File: src/rtl/sdq_pkg.sv
// Shared types and helpers for the store data queue drain controller.
// Queue depth is not a power of two, so pointer arithmetic goes through sdq_ptr_inc.
package sdq_pkg;

  localparam int SDQ_ENTRIES = 17;
  localparam int SDQ_DATA_W  = 64;
  localparam int SDQ_IDX_W   = 5;
  localparam int SDQ_CNT_W   = 5;

  typedef logic [SDQ_IDX_W-1:0]  sdq_idx_t;
  typedef logic [SDQ_CNT_W-1:0]  sdq_cnt_t;
  typedef logic [SDQ_DATA_W-1:0] sdq_data_t;

  localparam sdq_idx_t SDQ_LAST = sdq_idx_t'(SDQ_ENTRIES - 1);
  localparam sdq_cnt_t SDQ_FULL = sdq_cnt_t'(SDQ_ENTRIES);

  // Wraps from the last entry back to 0 rather than at the index width.
  function automatic sdq_idx_t sdq_ptr_inc(input sdq_idx_t p);
    return (p == SDQ_LAST) ? '0 : p + sdq_idx_t'(1);
  endfunction

endpackage

File: src/rtl/sdq_drain_ctrl_if.sv
// D-cache store request channel plus its ack/nack completion signals.
interface sdq_drain_ctrl_if;
  import sdq_pkg::*;

  logic      dc_req_valid;
  logic      dc_req_ready;
  sdq_idx_t  dc_req_idx;
  sdq_data_t dc_req_data;
  logic      dc_ack;
  logic      dc_nack;

  modport master (
    output dc_req_valid, dc_req_idx, dc_req_data,
    input  dc_req_ready, dc_ack, dc_nack
  );

  modport slave (
    input  dc_req_valid, dc_req_idx, dc_req_data,
    output dc_req_ready, dc_ack, dc_nack
  );

endinterface

File: src/rtl/sdq_out_reg.sv
// Single-entry valid/ready output register; load wins over clear, otherwise it holds.
module sdq_out_reg
  import sdq_pkg::*;
(
  input  logic      clock,
  input  logic      reset,
  input  logic      load,
  input  logic      clear,
  input  sdq_idx_t  load_idx,
  input  sdq_data_t load_data,
  output logic      valid,
  output sdq_idx_t  idx,
  output sdq_data_t data
);

  always_ff @(posedge clock) begin
    if (reset) begin
      valid <= 1'b0;
      idx   <= '0;
      data  <= '0;
    end else if (load) begin
      valid <= 1'b1;
      idx   <= load_idx;
      data  <= load_data;
    end else if (clear) begin
      valid <= 1'b0;
    end
  end

endmodule

File: src/rtl/sdq_drain_ctrl.sv
// Drains committed SDQ entries to the D-cache in program order, frees them on ack
// and replays everything unacked from head on nack.
module sdq_drain_ctrl
  import sdq_pkg::*;
(
  input  logic             clock,
  input  logic             reset,
  input  logic             commit_valid,
  output logic             mem_r_en,
  output sdq_idx_t         mem_r_addr,
  input  sdq_data_t        mem_r_data,
  sdq_drain_ctrl_if.master dc,
  output logic             deq_free,
  output sdq_idx_t         deq_idx,
  output sdq_idx_t         head_idx,
  output logic             err
);

  sdq_idx_t head;
  sdq_idx_t rptr;
  sdq_cnt_t n_commit;
  sdq_cnt_t n_issued;

  logic full;
  logic rd;
  logic ack_ok;
  logic commit_ok;
  logic out_clear;

  // n_issued includes the buffered entry, so an ack is only legal when something beyond it is in flight.
  always_comb begin
    full      = (n_commit == SDQ_FULL);
    rd        = !reset && (n_issued < n_commit)
                && (!dc.dc_req_valid || dc.dc_req_ready) && !dc.dc_nack;
    ack_ok    = dc.dc_ack && !dc.dc_nack && (n_issued > sdq_cnt_t'(dc.dc_req_valid));
    commit_ok = commit_valid && !full;
    out_clear = dc.dc_nack || (dc.dc_req_valid && dc.dc_req_ready && !rd);
  end

  assign mem_r_en   = rd;
  assign mem_r_addr = rptr;
  assign head_idx   = head;

  always_ff @(posedge clock) begin
    if (reset) begin
      head     <= '0;
      rptr     <= '0;
      n_commit <= '0;
      n_issued <= '0;
      deq_free <= 1'b0;
      deq_idx  <= '0;
      err      <= 1'b0;
    end else begin
      if (ack_ok) begin
        head <= sdq_ptr_inc(head);
      end
      if (dc.dc_nack) begin
        rptr     <= head;
        n_issued <= '0;
      end else begin
        if (rd) begin
          rptr <= sdq_ptr_inc(rptr);
        end
        n_issued <= n_issued + sdq_cnt_t'(rd) - sdq_cnt_t'(ack_ok);
      end
      n_commit <= n_commit + sdq_cnt_t'(commit_ok) - sdq_cnt_t'(ack_ok);
      deq_free <= ack_ok;
      deq_idx  <= head;
      if ((commit_valid && full) || (dc.dc_ack && !ack_ok)) begin
        err <= 1'b1;
      end
    end
  end

  sdq_out_reg u_out_reg (
    .clock     (clock),
    .reset     (reset),
    .load      (rd),
    .clear     (out_clear),
    .load_idx  (rptr),
    .load_data (mem_r_data),
    .valid     (dc.dc_req_valid),
    .idx       (dc.dc_req_idx),
    .data      (dc.dc_req_data)
  );

endmodule

File: src/flat_wrapper.sv
// flat-port wrapper written by rule: the top's interface ports become plain ports
module sdq_drain_ctrl_flat import sdq_pkg::*;
  (clock, reset, commit_valid, mem_r_en, mem_r_addr, mem_r_data, deq_free, deq_idx, head_idx, err, dc_dc_req_valid, dc_dc_req_idx, dc_dc_req_data, dc_dc_req_ready, dc_dc_ack, dc_dc_nack);
  sdq_drain_ctrl_if dc_i ();
  input  logic clock;
  input  logic reset;
  input  logic commit_valid;
  output logic mem_r_en;
  output sdq_idx_t mem_r_addr;
  input  sdq_data_t mem_r_data;
  output logic deq_free;
  output sdq_idx_t deq_idx;
  output sdq_idx_t head_idx;
  output logic err;
  output wire logic [$bits(dc_i.dc_req_valid)-1:0] dc_dc_req_valid;
  output wire logic [$bits(dc_i.dc_req_idx)-1:0] dc_dc_req_idx;
  output wire logic [$bits(dc_i.dc_req_data)-1:0] dc_dc_req_data;
  input wire logic [$bits(dc_i.dc_req_ready)-1:0] dc_dc_req_ready;
  input wire logic [$bits(dc_i.dc_ack)-1:0] dc_dc_ack;
  input wire logic [$bits(dc_i.dc_nack)-1:0] dc_dc_nack;
  assign dc_dc_req_valid = dc_i.dc_req_valid;
  assign dc_dc_req_idx = dc_i.dc_req_idx;
  assign dc_dc_req_data = dc_i.dc_req_data;
  assign dc_i.dc_req_ready = dc_dc_req_ready;
  assign dc_i.dc_ack = dc_dc_ack;
  assign dc_i.dc_nack = dc_dc_nack;
  sdq_drain_ctrl u_core (.clock(clock), .reset(reset), .commit_valid(commit_valid), .mem_r_en(mem_r_en), .mem_r_addr(mem_r_addr), .mem_r_data(mem_r_data), .dc(dc_i), .deq_free(deq_free), .deq_idx(deq_idx), .head_idx(head_idx), .err(err));
endmodule
File: config.mk
export PLATFORM = sky130hd
export DESIGN_NAME = sdq_drain_ctrl_flat
export DESIGN_NICKNAME = d
export VERILOG_FILES = /design/src/rtl/sdq_pkg.sv /design/src/rtl/sdq_drain_ctrl_if.sv /design/src/rtl/sdq_out_reg.sv /design/src/rtl/sdq_drain_ctrl.sv /design/src/flat_wrapper.sv
export SDC_FILE = /design/constraint.sdc
export NUM_CORES = 1
export LEC_CHECK = 0
export CAP_MARGIN = 25
export CELL_PAD_IN_SITES_DETAIL_PLACEMENT = 1
export CELL_PAD_IN_SITES_GLOBAL_PLACEMENT = 1
export CORE_ASPECT_RATIO = 1.75
export CORE_MARGIN = 5
export CORE_UTILIZATION = 30
export DETAILED_ROUTE_END_ITERATION = 10
export PLACE_DENSITY_LB_ADDON = 0.05
export SETUP_SLACK_MARGIN = 0.2
export SLEW_MARGIN = 30
export SYNTH_ARGS = -nofsm -noshare
export SYNTH_HDL_FRONTEND = slang
export SYNTH_SLANG_ARGS = --single-unit
File: constraint.sdc
create_clock -name clock -period 2.8 [get_ports clock]
set_input_delay 0.42 -clock clock [delete_from_list [all_inputs] [get_ports clock]]
set_output_delay 0.42 -clock clock [all_outputs]
set_load 0.01 [all_outputs]
==> results.md <==
- Status: finished, final reports clean
- Met2 GRT Util: approximately 27%
- Syn_nets: 503
- Final Hold Viols: 0
- Mean Syn Cell Area: between 10 and 15 um2
- Post-synth EDFFs: 0
- Crit-path slowest cell: dfxtp_4
- Cell Count Post-Placement: approximately 730
- Worst Path Required: approximately 3.1 ns
- F_max: 0.381 GHz
- RSZ-0062 raised after global routing: true
- CTS max path bufs: 2
- Worst rel slew slack: 39.3%
- Critical-path cell list: inv_4, ha_4, nor4bb_4, a311o_1, inv_2, ha_4, inv_2, ha_4, fa_2, a21oi_2, nor2_1, or3_1, a21oi_1
- First-pass GRT wire length: ~19000 um
- Critical Path Start Type: flop
- Post-synthesis register bit count: 97
- Minimum clock period: roughly 2.6 ns
- # port buffers: 157
- IO Pins: 158
- CP dominant cell by count: ha_4
- GR peak layer: met2
- Cell area after synthesis: approximately 4200 um2
- Number of global-route vias before repair: 3562
- Htree depth: 3
- Tightest Pin Transition: slightly above 0.9 ns
- Sequential element share of the synthesized area: 46.3%
- Die area: roughly 17000 um2
- Area delta synth->final: 53.3%
- Max-capacitance violation count: 0
- Vias/cell: ~4.5
- Worst vdd ir: about 0.47 mV
- Cell Pwr Density: approximately 940 nW/um2
- Final nets: 672
- Mapped Cells: around 410
- Final Util: between 40% and 50%
- Largest net degree at the start of global routing: 88
- Final Skew: 0.00610 ns
- Design Area, Final: roughly 6400 um2
- Crit share post-route: 93.7%
- CTS sink count: 97
- Final setup viols: 0
- Distinct cells, synth: between 40 and 50
- Routability Congestion: about 0.77
- Static leakage: 2.43 nW
- GR Layer Usage met1: 16.0%
- Post-route ant nets: 0
- Synth Warn #: 0
- Placed instance area: approximately 5900 um2
- Worst-path fanout max: 4
- # diodes: 0
- M3 GR Usage: under 10%
- Routed WL: ~12000 um
- Row count: between 50 and 60
- DRT iter0 DRCs: 43
- Remaining DRCs: 0
- Most common cell after layout, fill and taps aside: clkdlybuf4s50_1
- Ratio of cells with drive above 1 in the final layout: about 14%
- Clk_lat worst skew: 0.34 ns
- Hold slack: 0.373 ns
- Most frequent cells in the layout: 155 x clkdlybuf4s50_1, 91 x nor2_1, 87 x dfxtp_1, 70 x mux2i_1, 20 x buf_4
- Total grt overflow: 0
- Wire length per cell: 16.0 um
- Worst path max stage delay: between 0.3 and 0.4 ns
- Asr flop ratio synth: 0%
- WS Path Type: flop to flop
- CTS root buf: clkbuf_16
- Initial antenna violation count: 0
- Total GRT Usage: between 10 and 15%
- Clock buffer count from CTS: 9
- Initial Util: 30.3%
- Core area: roughly 14000 um2
- CP arrival: a little under 3 ns
- Fin cells: approximately 760
- TritonRoute pass-1 iters: 3
- Die X-Extent: 99.4 um
- Post-DP HPWL: roughly 9000 um
- Worst-path clk slew: approximately 0.070 ns
- Die H: between 150 and 200 um
- Fin. max-slew vios: 0
- Setup TNS: 0 ns
- Top FF cell, synth: dfxtp_1
- CTS tree: done
- Routed vias: 3401
- Crit path capture type: flop
- Worst Hold Class: input pin to flop
[through the flow]
stage               worst slack [ns]  total power (W)
floorplan                      0.110          0.00358
global placement             -0.0386          0.00437
detailed placement            -0.104          0.00444
CTS                            0.150          0.00608
global route                  0.0338          0.00645
finish                         0.177          0.00603
[cell usage after synthesis (2+ instances only)]
| library cell | n | area share [%] |
|---|---|---|
| nor4bb_1 | 2 | 0.48 |
| clkbuf_8 | 2 | 0.66 |
| xor2_1 | 3 | 0.63 |
| nor2b_1 | 6 | 0.89 |
| fa_1 | 2 | 0.95 |
| nand3_1 | 2 | 0.24 |
| a21oi_1 | 14 | 1.7 |
| xnor2_1 | 2 | 0.42 |
| nand4_1 | 3 | 0.45 |
| buf_2 | 2 | 0.24 |
| and3_1 | 2 | 0.30 |
| nand2_1 | 4 | 0.36 |
| mux2i_1 | 70 | 17 |
| buf_12 | 7 | 3.3 |
| o21ai_0 | 5 | 0.60 |
| nor3b_1 | 3 | 0.54 |
| inv_1 | 24 | 2.1 |
| a311o_1 | 2 | 0.48 |
| ha_1 | 24 | 7.2 |
| and2_1 | 3 | 0.45 |
| a21o_1 | 2 | 0.36 |
| clkbuf_1 | 7 | 0.63 |
| or3_1 | 4 | 0.60 |
| nand2b_1 | 3 | 0.45 |
| dfxtp_1 | 97 | 46 |
| nor2_1 | 91 | 8.1 |
[logic make-up after synthesis]
group	after synthesis	synth area share [%]
buffers and inverters	45	7.64
muxes	70	16.7
xor gates and xnor gates	5	1.04
AOI/OAI and AO/OA	35	6.02
and+or+nand+nor	129	14.2
adders and majority gates	26	8.11
DFF	97	46.3
[worst max-delay path: cells and delay by family, from the launching register on]
family	cells	cell delay [ns]
adder cells (fa/ha/maj)	4	0.90
AND/OR/NAND/NOR	3	0.62
AO/OA/AOI/OAI	3	0.45
flip-flops	1	0.37
buffers and inverters	3	0.21
[path summary, 6_finish.rpt]
path              depth (start not counted)          startpoint  slack, ns                 end
setup / recovery                         13  u_core.n_issued[2]       0.18  u_core.n_issued[4]
hold reg to reg                           2          u_core.err       0.49          u_core.err
hold / removal                            2               reset       0.37          u_core.err
setup reg to reg                         13  u_core.n_issued[2]       0.18  u_core.n_issued[4]
[area by class of cell]
| type | instances | area [um2] |
|---|---|---|
| clock buffer | 10 | 229 |
| clock inverter | 6 | 113 |
| fill | 1569 | 7400 |
| inverter | 25 | 109 |
| multi-input combinational | 265 | 2060 |
| sequential | 97 | 1970 |
| tap | 177 | 221 |
| timing repair buffer | 178 | 1740 |
[per-layer routing]
metal	up-vias	part of all wire, %
met5	-	0
li1	1687	-
met4	0	1.8
met2	93	55
met3	12	5.2
met1	1609	38
[report_power, final]
part / internal (W) / switching, W / total [W]
sequential: 0.00168 / 0.000199 / 0.00188
clock: 0.000879 / 0.000546 / 0.00143
combinational: 0.00149 / 0.00123 / 0.00272
total: 0.00406 / 0.00198 / 0.00603
[flip-flops by register name, indices dropped and copies added (netlist names)]
name / cells
u_core.n_commit: 5
u_core.mem_r_addr: 5
u_core.u_out_reg.valid: 1
u_core.u_out_reg.data: 64
u_core.head_idx: 5
u_core.deq_idx: 5
u_core.n_issued: 5
u_core.err: 1
u_core.deq_free: 1
u_core.u_out_reg.idx: 5
[repair_timing]
item / 4_1_cts / 5_1_grt
pin swaps: 7 / 4
endpoints found under the hold margin: 0 / 0
hold buffers: 0 / 0
setup buffers: 10 / 0
endpoints found under the setup margin: 4 / 4
gates resized for setup: 22 / 9
No activity file was read; power rests on OpenSTA's default activity.
